[src/rtl/dram_reset_sequencer.sv]
// dram_reset_sequencer: qualifies the clock-generator lock flag and sequences
// clk_in_locked / dram_reset for the DRAM clock infrastructure stage.
// Handshake: none. sw_reset is a plain synchronous request sampled on every
// clk_in edge, and a held level counts as one request per cycle. All outputs
// are registered and change only on clk_in edges or on reset_n assertion.
module dram_reset_sequencer #(
  parameter int LOCK_STABLE_CYCLES = 1024,
  parameter int RESET_HOLD_CYCLES  = 256
) (
  input  logic       clk_in,
  input  logic       reset_n,
  input  logic       clk_locked_raw,
  input  logic       sw_reset,
  output logic       clk_in_locked,
  output logic       dram_reset,
  output logic       ready,
  output logic [7:0] lock_loss_count,
  output logic [1:0] fsm_state
);

  localparam int MAX_CYC = (LOCK_STABLE_CYCLES > RESET_HOLD_CYCLES) ?
                           LOCK_STABLE_CYCLES : RESET_HOLD_CYCLES;
  localparam int CW = $clog2(MAX_CYC);
  localparam logic [CW-1:0] STABLE_LAST = CW'(LOCK_STABLE_CYCLES - 1);
  localparam logic [CW-1:0] HOLD_LAST   = CW'(RESET_HOLD_CYCLES - 1);

  typedef enum logic [1:0] {
    WAIT_LOCK = 2'd0,
    STABLE    = 2'd1,
    HOLD      = 2'd2,
    RUN       = 2'd3
  } state_t;

  state_t        state, state_nxt;
  logic [CW-1:0] cnt, cnt_nxt;
  logic          loss_evt;
  logic          s1, s2;
  logic          lock_sync;

  assign lock_sync = s2;
  assign fsm_state = state;

  // Two-flop synchroniser for the asynchronous lock flag
  always_ff @(posedge clk_in or negedge reset_n) begin
    if (!reset_n) begin
      s1 <= 1'b0;
      s2 <= 1'b0;
    end else begin
      s1 <= clk_locked_raw;
      s2 <= s1;
    end
  end

  // Next-state, counter and lock-loss decode; lock loss beats sw_reset
  always_comb begin
    state_nxt = state;
    cnt_nxt   = cnt;
    loss_evt  = 1'b0;
    case (state)
      WAIT_LOCK: begin
        if (lock_sync) begin
          state_nxt = STABLE;
          cnt_nxt   = '0;
        end
      end
      STABLE: begin
        if (!lock_sync) begin
          state_nxt = WAIT_LOCK;
          cnt_nxt   = '0;
        end else if (cnt == STABLE_LAST) begin
          state_nxt = HOLD;
          cnt_nxt   = '0;
        end else begin
          cnt_nxt = cnt + CW'(1);
        end
      end
      HOLD: begin
        if (!lock_sync) begin
          state_nxt = WAIT_LOCK;
          cnt_nxt   = '0;
          loss_evt  = 1'b1;
        end else if (sw_reset) begin
          cnt_nxt = '0;
        end else if (cnt == HOLD_LAST) begin
          state_nxt = RUN;
          cnt_nxt   = '0;
        end else begin
          cnt_nxt = cnt + CW'(1);
        end
      end
      RUN: begin
        if (!lock_sync) begin
          state_nxt = WAIT_LOCK;
          cnt_nxt   = '0;
          loss_evt  = 1'b1;
        end else if (sw_reset) begin
          state_nxt = HOLD;
          cnt_nxt   = '0;
        end
      end
      default: begin
        state_nxt = WAIT_LOCK;
        cnt_nxt   = '0;
      end
    endcase
  end

  // State and interval counter registers
  always_ff @(posedge clk_in or negedge reset_n) begin
    if (!reset_n) begin
      state <= WAIT_LOCK;
      cnt   <= '0;
    end else begin
      state <= state_nxt;
      cnt   <= cnt_nxt;
    end
  end

  // Outputs registered from the next state so they never glitch
  always_ff @(posedge clk_in or negedge reset_n) begin
    if (!reset_n) begin
      clk_in_locked <= 1'b0;
      dram_reset    <= 1'b1;
      ready         <= 1'b0;
    end else begin
      clk_in_locked <= (state_nxt == HOLD) || (state_nxt == RUN);
      dram_reset    <= (state_nxt != RUN);
      ready         <= (state_nxt == RUN);
    end
  end

  // Saturating lock-loss counter, cleared only by reset_n
  always_ff @(posedge clk_in or negedge reset_n) begin
    if (!reset_n) begin
      lock_loss_count <= 8'd0;
    end else if (loss_evt && (lock_loss_count != 8'hFF)) begin
      lock_loss_count <= lock_loss_count + 8'd1;
    end
  end

endmodule

[config.mk]
export PLATFORM = sky130hd
export DESIGN_NAME = dram_reset_sequencer
export DESIGN_NICKNAME = d
export VERILOG_FILES = /design/src/rtl/dram_reset_sequencer.sv
export SDC_FILE = /design/constraint.sdc
export NUM_CORES = 1
export LEC_CHECK = 0
export ABC_AREA = 1
export ABC_CLOCK_PERIOD_IN_PS = 4580
export CAP_MARGIN = 20
export CORE_ASPECT_RATIO = 0.8
export CORE_MARGIN = 2
export CORE_UTILIZATION = 45
export CTS_BUF_LIST = sky130_fd_sc_hd__clkbuf_4
export DETAILED_ROUTE_END_ITERATION = 10
export GPL_TIMING_DRIVEN = 0
export PLACE_DENSITY = 0.65
export SYNTH_ARGS = -nofsm -noshare
export SYNTH_HDL_FRONTEND = slang
export SYNTH_SLANG_ARGS = --single-unit
[constraint.sdc]
create_clock -name clk_in -period 4.58 [get_ports clk_in]
set_input_delay 0.687 -clock clk_in [delete_from_list [all_inputs] [get_ports clk_in]]
set_output_delay 0.687 -clock clk_in [all_outputs]
set_load 0.005 [all_outputs]
==> results_dict.tcl, run 1 <==
set metrics [dict create \
    run_status "finished, final reports clean" \
    placement.setup.worst_slack_ns 2.54 \
    synth_top_area_share_pct 41.1 \
    grt_pass1_wl_mm 4.15 \
    cellLeakagePower_nw 0.751 \
    cts.repair.resized 0 \
    timing.final.max_slew_violations 0 \
    port_buffers 16 \
    intPower_uw 308 \
    grt-ovfl-total 0 \
    clk_root_buffer_cell "sky130_fd_sc_hd__clkbuf_4" \
    critPathSlowestCell "sky130_fd_sc_hd__dfrtp_1" \
    cts_hold_repair.buffers 0 \
    track_usage_pct 15.1 \
    layout_cells_sized_above_1_pct 18.6 \
    post_synth.cell_area_avg_um2 8.63 \
    htree_levels 1 \
    drt.antenna.violating_nets 0 \
    fill_cells 274 \
    remaining_drc_errors 0 \
    pwr-share-clk_pct 22.1 \
    synth_seq_area_share_pct 43.0 \
    final_min_period_over_clock_period_pct 46.6 \
    ys_warn_count 0 \
    setup_ws_ns 2.45 \
    chipWidth_um 66.3 \
    hold_path.startpoint "s1$_DFF_PN0_" \
    fmaxAchievable_mhz 469 \
    num-nets-final 195 \
    critPathMaxFanout 7 \
    skew_ns 0.00765 \
    hold_path.class "register to register" \
    fp.dieH_um 53.9 \
    number_of_clock_buffers_inserted_by_tritoncts 3 \
    critical_path.startpoint "fsm_state[1]$_DFF_PN0_" \
    p_sw_uw 150 \
    grt_max_degree 25 \
    number_of_instances_in_the_synthesized_netlist 162 \
    top_level_ports 17 \
    drtPass1Iterations 4 \
    crit-reg2reg-launch "fsm_state[0]$_DFF_PN0_" \
    post-dp-hpwl_mm 1.86 \
    routed_wl_mm 2.50 \
    cts.sink_count 24 \
    max-clock-path-buffers 2 \
    pwr_density_cell_mw_per_mm2 275 \
    path_buf_inv 2 \
    postSynthNetCount 173 \
    clock_pin_slew_worst_setup_and_hold_paths_ns 0.13 \
    pwr-share-comb_pct 27.4 \
    dr_total_vias 1062 \
    die_area_mm2 0.00357 \
    clock_insertion_delay_at_the_later_pin_of_the_skew_report_ns 0.31 \
    cp_top_family "buffers and inverters" \
    vdd_ir_drop_max_mv 0.192 \
    core_area_mm2 0.00302 \
    avg_wl_per_cell_um 11.2 \
    final-setup-viol-count 0 \
    tightestPinTransition_ns 0.325 \
    floorplan.rows 18 \
    vias_per_cell 4.76 \
    worst_slew_margin_rel_pct 78.3 \
    area_growth_syn_to_layout_pct 19.1 \
    power_frac_seq_pct 50.4 \
    final.setup.tns_ns 0 \
    maxCapViolations 0 \
    synth.largest_area_cell "sky130_fd_sc_hd__dfrtp_1" \
    cts_tree "yes" \
    yosysUniqueCellTypes 27 \
    critPathMaxStageDelay_ns 0.50 \
    gp_congestion 0.808 \
    timing.setup.critical_path_class "register to primary output" \
    netlist_top_cells_area "sky130_fd_sc_hd__dfrtp_1, sky130_fd_sc_hd__nand2_1, sky130_fd_sc_hd__ha_1, sky130_fd_sc_hd__nor2_1, sky130_fd_sc_hd__xor2_1" \
    worst_ep_required_time_ns 3.89 \
    start_kind "register" \
    period_needed_ns 2.13 \
    worstSetupEndpointType "primary output" \
    critical_path.cell_chain "buf_4, clkdlybuf4s50_1" \
    finalHoldViolations 0 \
    flip_flop_and_latch_count_after_synthesis 24 \
    antennaDiodeCount 0 \
    swShare_pct 32.8 \
    grt_pass1_vias 986 \
    rsz0062_at_grt "false" \
    drt-initial-drc-count 42 \
    arrival_ns 1.45 \
    postCtsSetupBuffers 0 \
    grt_antenna_before_repair 0 \
    initial_core_utilization_pct 46.4 \
    syn-cell-area_mm2 0.00140 \
]
power by group through the flow:
stage | sequential, mW | clock (mW) | combinational, mW
global placement | 0.234 | 0 | 0.121
detailed placement | 0.234 | 0 | 0.124
CTS | 0.230 | 0.107 | 0.124
floorplan | 0.232 | 0 | 0.0899
global route | 0.232 | 0.113 | 0.141
finish | 0.231 | 0.101 | 0.126
Yosys cell counts (all sizes together):
cell type / count
a21oi: 6
a31oi: 1
buf: 2
dfrtp: 23
dfstp: 1
ha: 7
inv: 17
nand2: 47
nand3: 13
nand3b: 1
nand4: 4
nor2: 21
nor3: 3
o21ai: 6
xnor2: 4
xor2: 6
worst register-to-register path: stages (launching register included):
cell                      delay, ns
sky130_fd_sc_hd__dfrtp_1       0.47
sky130_fd_sc_hd__inv_1         0.15
sky130_fd_sc_hd__ha_1          0.22
sky130_fd_sc_hd__inv_1         0.08
sky130_fd_sc_hd__a21oi_1       0.26
sky130_fd_sc_hd__nand2_4       0.13
sky130_fd_sc_hd__nor2_1        0.21
sky130_fd_sc_hd__nand2_1       0.07
sky130_fd_sc_hd__nand2_1       0.06
sky130_fd_sc_hd__nand2_1       0.04
state kept, by name, summed over array words and instances (netlist names):
register         cells
cnt                 10
dram_reset           1
ready                1
s1                   1
fsm_state            2
lock_sync            1
lock_loss_count      8
area by class of cell:
type	instances	area (um^2)	share of cell area [%]
buffer	2	15.0	0.901
clock buffer	4	30.0	1.80
inverter	17	66.3	3.98
multi-input combinational	119	716	42.9
sequential	24	602	36.1
tap	40	50.0	3.00
timing repair buffer	17	188	11.3
layout by cell type (no fill, tap or decap):
cell type	instances
sky130_fd_sc_hd__clkbuf_4	4
sky130_fd_sc_hd__nand2_1	38
sky130_fd_sc_hd__nand3b_1	1
sky130_fd_sc_hd__a21oi_4	1
sky130_fd_sc_hd__ha_1	7
sky130_fd_sc_hd__xnor2_1	4
sky130_fd_sc_hd__nand4_2	1
sky130_fd_sc_hd__o21ai_0	1
sky130_fd_sc_hd__nor2_2	2
sky130_fd_sc_hd__nor2_4	2
sky130_fd_sc_hd__nor2_1	17
sky130_fd_sc_hd__a21oi_1	5
sky130_fd_sc_hd__clkdlybuf4s50_1	16
sky130_fd_sc_hd__o21ai_1	4
sky130_fd_sc_hd__o21ai_4	1
sky130_fd_sc_hd__dfstp_2	1
sky130_fd_sc_hd__inv_2	4
sky130_fd_sc_hd__nand3_1	8
sky130_fd_sc_hd__a31oi_1	1
sky130_fd_sc_hd__buf_4	2
sky130_fd_sc_hd__inv_1	12
sky130_fd_sc_hd__nand2_2	7
sky130_fd_sc_hd__nand2_4	2
sky130_fd_sc_hd__dfrtp_1	23
sky130_fd_sc_hd__nor3_1	3
sky130_fd_sc_hd__nand3_2	5
sky130_fd_sc_hd__xor2_1	6
sky130_fd_sc_hd__nand4_1	3
sky130_fd_sc_hd__inv_4	1
sky130_fd_sc_hd__buf_16	1
metal layers:
layer | global-route usage, % | vias up | routed length, um
met5 | 0 | - | 0
met4 | 2.04 | 0 | 0
met2 | 24.3 | 17 | 1130
met1 | 21.3 | 488 | 1300
met3 | 3.97 | 0 | 78
li1 | - | 557 | -
path summary, 6_finish.rpt:
path                                                  end  slack, ns  cells past startpoint
max                                          fsm_state[1]       2.45                      2
min                                   lock_sync$_DFF_PN0_       0.37                      0
max reg2reg                lock_loss_count[4]$_DFFE_PN0P_       2.80                      9
min reg2reg                           lock_sync$_DFF_PN0_       0.37                      0
max in group asynchronous            dram_reset$_DFF_PN1_       3.48                      2
min in group asynchronous              cnt[7]$_DFFE_PN0P_       0.61                      1
kinds of logic after synthesis:
kind of cell | share of synthesized area (%)
fa+ha+maj | 6.26
flops | 43.0
xor+xnor | 6.26
simple gates | 32.3
compound gates | 6.35
buf+inv | 5.81
through the flow:
stage          total power [mW]  utilization (%)  hold WS [ns]  instances  cell area [um^2]
6_report                  0.458             55.2         0.373        223              1670
2_1_floorplan             0.322                -         0.331        162              1400
3_5_place_dp              0.358             53.3         0.346        218              1610
3_3_place_gp              0.355             53.3         0.335        218              1610
5_1_grt                   0.486             55.2         0.389        223              1670
4_1_cts                   0.462             54.3         0.376        222              1640
Power figures use the tool's default switching activity.
==> run 2, diff against run 1 <==
- ABC_CLOCK_PERIOD_IN_PS: 4580 -> 2220
- clock period: 4.58 -> 2.22 ns (I/O delays scaled with it)
==> results of run 2 <==
The final DEF is identical to that of run 1. Status: finished, final reports clean.
Main changes from that run: setup slack after placement 2.54 ns -> 0.469 ns; setup slack after layout 2.45 ns -> 0.436 ns; hold slack 0.373 ns -> 0.261 ns; start point of the critical path fsm_state[1]$_DFF_PN0_ -> fsm_state[0]$_DFF_PN0_; end point of the critical path fsm_state[1] -> lock_loss_count[4]$_DFFE_PN0P_; register-to-register setup slack 2.80 ns -> 0.44 ns; total power 0.458 mW -> 0.945 mW; worst IR drop on VDD 0.192 mV -> 0.397 mV
